===== config.mk =====
export PLATFORM = sky130hd
export DESIGN_NAME = credit_rr_output_allocator
export DESIGN_NICKNAME = d
export VERILOG_FILES = /design/src/rtl/credit_rr_output_allocator.sv
export SDC_FILE = /design/constraint.sdc
export NUM_CORES = 1
export LEC_CHECK = 0
export ABC_AREA = 1
export CAP_MARGIN = 15
export CORE_ASPECT_RATIO = 1.2
export CORE_UTILIZATION = 25
export DETAILED_ROUTE_END_ITERATION = 6
export PLACE_DENSITY = 0.49
export SYNTH_ARGS = -nofsm -noshare
export SYNTH_HDL_FRONTEND = slang
export SYNTH_SLANG_ARGS = --single-unit
export TNS_END_PERCENT = 100

===== constraint.sdc =====
create_clock -name clk -period 6.6 [get_ports clk]
set_input_delay 0.66 -clock clk [delete_from_list [all_inputs] [get_ports clk]]
set_output_delay 0.66 -clock clk [all_outputs]
set_load 0.005 [all_outputs]

===== src/rtl/credit_rr_output_allocator.sv =====
// Per-output allocator: round-robin arbitration, wormhole lock per packet,
// and a downstream credit counter that gates each forwarded flit.
module credit_rr_output_allocator #(
    parameter int NUM_REQ      = 5,
    parameter int CREDIT_WIDTH = 2,
    parameter int INIT_CREDITS = 3
) (
    input  logic                    clk,
    input  logic                    reset,
    input  logic [NUM_REQ-1:0]      req,
    input  logic [NUM_REQ-1:0]      tail,
    input  logic                    credit_in,
    output logic [NUM_REQ-1:0]      grant,
    output logic                    valid_out,
    output logic [2:0]              sel,
    output logic [CREDIT_WIDTH-1:0] credit_cnt,
    output logic                    credit_err
);

    localparam logic [0:0] IDLE   = 1'b0;
    localparam logic [0:0] LOCKED = 1'b1;

    localparam logic [CREDIT_WIDTH-1:0] CRED_MAX = CREDIT_WIDTH'(INIT_CREDITS);
    localparam logic [2:0] LAST_RST = 3'(NUM_REQ - 1);

    logic [0:0]              state_q, state_d;
    logic [2:0]              owner_q, owner_d;
    logic [2:0]              last_q, last_d;
    logic [CREDIT_WIDTH-1:0] credit_q, credit_d;
    logic                    err_q, err_d;

    logic [2:0] winner;
    logic       found;
    logic       granted;
    logic       tail_hit;

    // Scan upward from the slot after the last winner, wrapping modulo NUM_REQ.
    always_comb begin
        int idx;
        winner = 3'd0;
        found  = 1'b0;
        for (int k = 1; k <= NUM_REQ; k++) begin
            idx = int'(last_q) + k;
            if (idx >= NUM_REQ) begin
                idx = idx - NUM_REQ;
            end
            if (!found && req[idx]) begin
                found  = 1'b1;
                winner = 3'(idx);
            end
        end
    end

    always_comb begin
        grant    = '0;
        tail_hit = 1'b0;
        for (int i = 0; i < NUM_REQ; i++) begin
            if (state_q == LOCKED && owner_q == 3'(i)) begin
                grant[i] = req[i] & (credit_q != '0);
                tail_hit = tail[i];
            end
        end
    end

    assign granted    = |grant;
    assign valid_out  = granted;
    assign sel        = (state_q == LOCKED) ? owner_q : 3'd0;
    assign credit_cnt = credit_q;
    assign credit_err = err_q;

    always_comb begin
        state_d = state_q;
        owner_d = owner_q;
        last_d  = last_q;
        unique case (state_q)
            IDLE: begin
                if (found) begin
                    owner_d = winner;
                    state_d = LOCKED;
                end
            end
            LOCKED: begin
                if (granted && tail_hit) begin
                    state_d = IDLE;
                    last_d  = owner_q;
                end
            end
            default: state_d = IDLE;
        endcase
    end

    // Saturate at the initial credit count; an extra return is a protocol error.
    always_comb begin
        credit_d = credit_q;
        err_d    = err_q;
        if (credit_in && !granted) begin
            if (credit_q == CRED_MAX) begin
                err_d = 1'b1;
            end else begin
                credit_d = credit_q + 1'b1;
            end
        end else if (!credit_in && granted) begin
            credit_d = credit_q - 1'b1;
        end
    end

    always_ff @(posedge clk) begin
        if (reset) begin
            state_q  <= IDLE;
            owner_q  <= 3'd0;
            last_q   <= LAST_RST;
            credit_q <= CRED_MAX;
            err_q    <= 1'b0;
        end else begin
            state_q  <= state_d;
            owner_q  <= owner_d;
            last_q   <= last_d;
            credit_q <= credit_d;
            err_q    <= err_d;
        end
    end

endmodule


# Word-level counts from Yosys, hierarchy flattened
# Cells that the tools add are included.
[classes]
add_sub_neg = 12
muxes = 47
order_cmp = 10
n_eq_ne = 6
n_reduce_logical = 26
bitwise_logic = 6
[op_table]
columns = ["op", "count"]
rows = [
  ["$lt 32x5->1 const B", 5],
  ["$mux 32", 5],
  ["$mux 1", 27],
  ["$sub 4x3->5 const B", 5],
  ["$ge 4x3->1 const B", 5],
  ["$mux 3", 6],
  ["$bmux 1 s3", 5],
  ["$logic_and 1x1->1", 12],
  ["$add 3x2->4 const B", 2],
  ["$add 3x3->4 const B", 2],
  ["$reduce_and 2->1", 4],
  ["$eq 3x2->1 const B", 2],
  ["$logic_not 1->1", 6],
  ["$mux 2", 3],
  ["$and 1x1->1", 5],
  ["$reduce_or 5->1", 1],
  ["$add 3x1->4 const B", 1],
  ["$reduce_bool 2->1", 2],
  ["$eq 3x1->1 const B", 1],
  ["$eq 3x3->1 const B", 1],
  ["$logic_not 3->1", 1],
  ["$add 2x1->2 const B", 1],
  ["$eq 2x2->1 const B", 1],
  ["$ne 2x2->1 const B", 1],
  ["3 further kinds", 3],
]
[totals]
reg_bits = 10
inputBits = 13
out_inout_bits = 12
elab_cells = 112

# Longest topological paths before layout
[depth]
ltp_word = 21
ltp_mapped = 20
ltp_nobuf = 20

# Least setup slack after synthesis
# No wires, ideal clock.
[synth_path]
path_kind = "register to register"
startpoint = "register last_q[0]"
endpoint = "register owner_q[0]"
path_slack_ns = 4.105
arrival_time_ns = 2.379
path_buffers = 0
t_required_ns = 6.484
synth_period_minus_slack_ns = 2.495
setup_time_ns = 0.116
stages_incl_launch_ff = 17
cell_sequence = "dfxtp_1 inv_2 ha_1 inv_2 nand3_2 nand2_2 nand2_2 o21ai_1 nor3_1 nand2_1 nand3_2 nor2_4 nand3_2 nor2_1 nor2_1 nand2_1 a21oi_1"
[synth_between]
elab_chain_cells = 20
elab_cells_between_ends = 54
cone_classes = "add/sub: 10; order compare: 5; mux: 30; reduce/logical: 9"
[synth_rtl]
columns = ["element", "line", "source"]
rows = [
  ["from (decl)", "28", "logic [2:0] last_q, last_d;"],
  ["from (signal assigned)", "117", "last_q <= last_d;"],
  ["$add 3x1->4", "43", "idx = int'(last_q) + k;"],
  ["$sub 4x3->5 / $ge 4x3->1 (equally long branches)", "45, 44", ""],
  ["$mux 32", "44", "if (idx >= NUM_REQ) begin"],
  ["$bmux 1 s3", "47", "if (!found && req[idx]) begin"],
  ["$mux 1 (implied by the code) (2 in series)", "47", ""],
  ["$mux 1", "47", ""],
  ["$logic_not 1->1", "47", ""],
  ["$logic_and 1x1->1", "47", ""],
  ["[3 not listed]", "--", ""],
  ["$mux 1", "47", ""],
  ["$logic_not 1->1", "47", ""],
  ["$logic_and 1x1->1", "47", ""],
  ["$mux 1", "47", ""],
  ["$logic_not 1->1", "47", ""],
  ["$logic_and 1x1->1", "47", ""],
  ["$mux 1", "47", ""],
  ["$reduce_and 2->1 (no source line)", "--", ""],
  ["to (signal assigned)", "116", "owner_q <= owner_d;"],
  ["to (decl)", "27", "logic [2:0] owner_q, owner_d;"],
]
# Several ways; a longest one is shown, not always the timed one. The select of a mux whose other input is x is not followed.
# A chain may end at the register's enable or synchronous reset.

# Worst setup path in the final report
[layout_path]
startpoint = "register last_q[0]"
endpoint = "register owner_q[1]"
# Same word-level chain as after synthesis.

==> flow_summary.yaml <==
status:
  status: "complete, no violations"
clocking:
  hold_buffers: 0
  ctsLongestPathBuffers: 2
  cts-root-buf: "clkbuf_8"
  clk_latency_ns: 0.24
  cts_setup_buffers: 0
  cts_tree: "yes"
  cts_inserted_buffers: 3
  htreeDepth: 1
  clock-sinks: 10
  clk_pin_slew_ns: 0.05
  ctsResizeCount: 0
grt:
  antenna_found_initial: 0
  grt.overflow.total: 0
  first_global_vias: 1729
  grt_pass1_wl_um: 7690
  grt_util_all_layers: 0.152
  grt_max_degree: 19
power_and_ir_drop:
  p_int_w: 0.000327
  leakagePower_nw: 0.936
  p_sw_w: 0.000409
  power.density_mw_per_mm2: 385
  p_comb_frac: 0.759
  total_power_w: 0.000736
  ir_worst_vdd_mv: 0.151
  p_seq_frac: 0.137
  power_frac_clock: 0.104
  p_sw_frac: 0.556
worst_setup_path:
  critPathBufInv: 2
  endpoint_kind: "flip-flop"
  critPathArrivalTime_ns: 3.40
  slowest_delay_ns: 0.74
  crit_type: "reg2reg"
  crit_path_cell_trace: "inv_2 > ha_1 > inv_2 > nand3_2 > nand2_2 > nand3_2 > nand2_1 > nand2_1 > nand2_1 > nand2_1 > nand3_2 > nand3_2 > nor2_4 > nand3_2 > nor2_1 > nor2_1 > nand2_1 > a21oi_1"
  cp_max_fo: 18
  startpoint_type: "flip-flop"
  cp.required_ns: 6.73
  cp_top_family: "simple AND/OR/NAND/NOR gates"
  crit_slowest_cell: "dfxtp_1"
timing:
  setup_violations: 0
  fmax_ghz: 0.305
  final_max_slew_viol_count: 0
  min_period_ns: 3.28
  tightest_slew_ns: 0.669
  relSlewSlack: 0.554
  clock-skew-final_ns: 0.000841
  finalHoldViolCount: 0
  finalCritPeriodShare: 0.497
  tns_ns: 0
  rsz0062_at_grt: "no"
synthesis:
  ys_async_sr_fraction: 0
  ys.flop_type: "dfxtp_1"
  synth_top_area_share: 0.192
  yosysTopAreaCell: "nand2_1"
  synth.distinct_cells: 29
  syn_inst: 269
  synth_warnings: 0
  avgSynthCellArea_um2: 5.68
  yosysSeqAreaShare: 0.131
  synth.area.top_cells: "nand2_1 (19%), dfxtp_1 (13%), ha_1 (9.8%)"
  synth_area_mm2: 0.00153
  syn_nets: 294
  ys_ff_latch: 10
  synth-edff-count: 0
layout:
  fin_nets: 322
  final_cell_mix: "nand2_1 (78), inv_1 (32), nand3_1 (30), nor2_1 (25), clkdlybuf4s50_1 (24)"
  drive_gt1_frac: 0.108
  final_common_cell: "nand2_1"
  fill_cells: 668
  num_antenna_cells: 0
  area_growth_pct: 25.1
detailed_routing:
  wl_um: 4470
  vias: 1752
  viasPerCell: 4.66
  routedWlPerCell_um: 11.9
  drc: 0
  drtAntennaViolNets: 0
  drt_iter0_markers: 131
  dr.pass1.iters: 4
floorplan:
  dieArea_mm2: 0.00643
  initial_core_util: 0.264
  die_w_um: 73.4
  pin_count: 25
  fp.dieH_um: 87.6
  core_area_mm2: 0.00578
  rows: 30
min_path:
  min-delay-path-class: "reg2reg"
placement:
  port_buffers: 24
  globalplace.congestion: 0.787
  dp_hpwl_um: 3680
job:
  cap_violations: 0
-- per-layer routing --
| layer | up-vias | track usage | share of wire |
|---|---|---|---|
| met4 | 0 | 0.0437 | 0.0099 |
| li1 | 930 | - | - |
| met1 | 775 | 0.180 | 0.46 |
| met5 | - | 0 | 0 |
| met2 | 42 | 0.288 | 0.49 |
| met3 | 5 | 0.0138 | 0.043 |
-- final timing paths --
check / from / endpoint / slack (ns) / depth (start not counted)
max reg2reg: last_q[0]$_SDFFE_PP0P_ / owner_q[1]$_SDFFE_PP0P_ / 3.32 / 18
min reg2reg: credit_err$_SDFFE_PP0P_ / credit_err$_SDFFE_PP0P_ / 0.47 / 1
min: credit_err$_SDFFE_PP0P_ / credit_err$_SDFFE_PP0P_ / 0.47 / 1
max: last_q[0]$_SDFFE_PP0P_ / owner_q[1]$_SDFFE_PP0P_ / 3.32 / 18
-- kinds of logic (layout without fill, tap and decap cells) --
family,after synthesis,after routing,share of synthesized area
and+or+nand+nor,166,166,0.508
buffers and inverters,42,69,0.108
AOI/OAI and AO/OA,37,37,0.138
adders and majority gates,12,12,0.0983
DFF,10,10,0.131
xor gates and xnor gates,2,2,0.0164
-- sequential cells by signal (all words and copies together) (netlist names) --
name,count
owner_q,3
credit_cnt,2
credit_err,1
state_q,1
last_q,3
-- Yosys cell counts (2+ instances only) --
master / n
nand3_1: 30
a31oi_1: 2
o21ai_0: 10
nand3_2: 8
o21ai_1: 7
nor3_1: 7
ha_1: 12
inv_2: 7
nor2_1: 25
nand4_1: 4
inv_1: 32
nand2_2: 9
clkinv_1: 2
a21oi_1: 10
dfxtp_1: 10
o211ai_1: 4
nand2_1: 78
-- power groups by stage --
stage	clock network (W)	registers, W	logic, W
after floorplan	0	0.0000931	0.000433
after global placement	0	0.000102	0.000569
after detailed placement	0	0.000102	0.000562
after CTS	0.0000773	0.000101	0.000566
after global routing	0.0000815	0.000105	0.000643
final	0.0000767	0.000101	0.000558
-- per-stage QoR --
step           utilization  hold WS [ns]  worst slack (ns)  cell area [um2]  instances
2_1_floorplan            -         0.464              4.11             1530        269
3_5_place_dp         0.321         0.458              3.30             1860        372
3_3_place_gp         0.321         0.456              3.35             1860        372
5_1_grt              0.331         0.506              2.96             1910        376
4_1_cts              0.331         0.471              3.29             1910        376
6_report             0.331         0.467              3.32             1910        376
-- layout make-up --
cell class / count / area [um2] / share of cell area
Multi-Input combinational cell: 217 / 1160 / 0.608
Tap cell: 80 / 100 / 0.0524
Timing Repair Buffer: 24 / 240 / 0.126
Inverter: 41 / 154 / 0.0805
Sequential cell: 10 / 200 / 0.105
Clock buffer: 4 / 55.1 / 0.0288
-- worst register-to-register path, cell delays in order (launching register included) --
cell	delay, ns
dfxtp_1	0.74
inv_2	0.25
ha_1	0.46
inv_2	0.15
nand3_2	0.11
nand2_2	0.14
nand3_2	0.09
nand2_1	0.16
nand2_1	0.07
nand2_1	0.06
nand2_1	0.06
nand3_2	0.12
nand3_2	0.13
nor2_4	0.17
nand3_2	0.14
nor2_1	0.16
nor2_1	0.05
nand2_1	0.06
a21oi_1	0.05
Note: power is estimated with default switching activity, not from simulation.
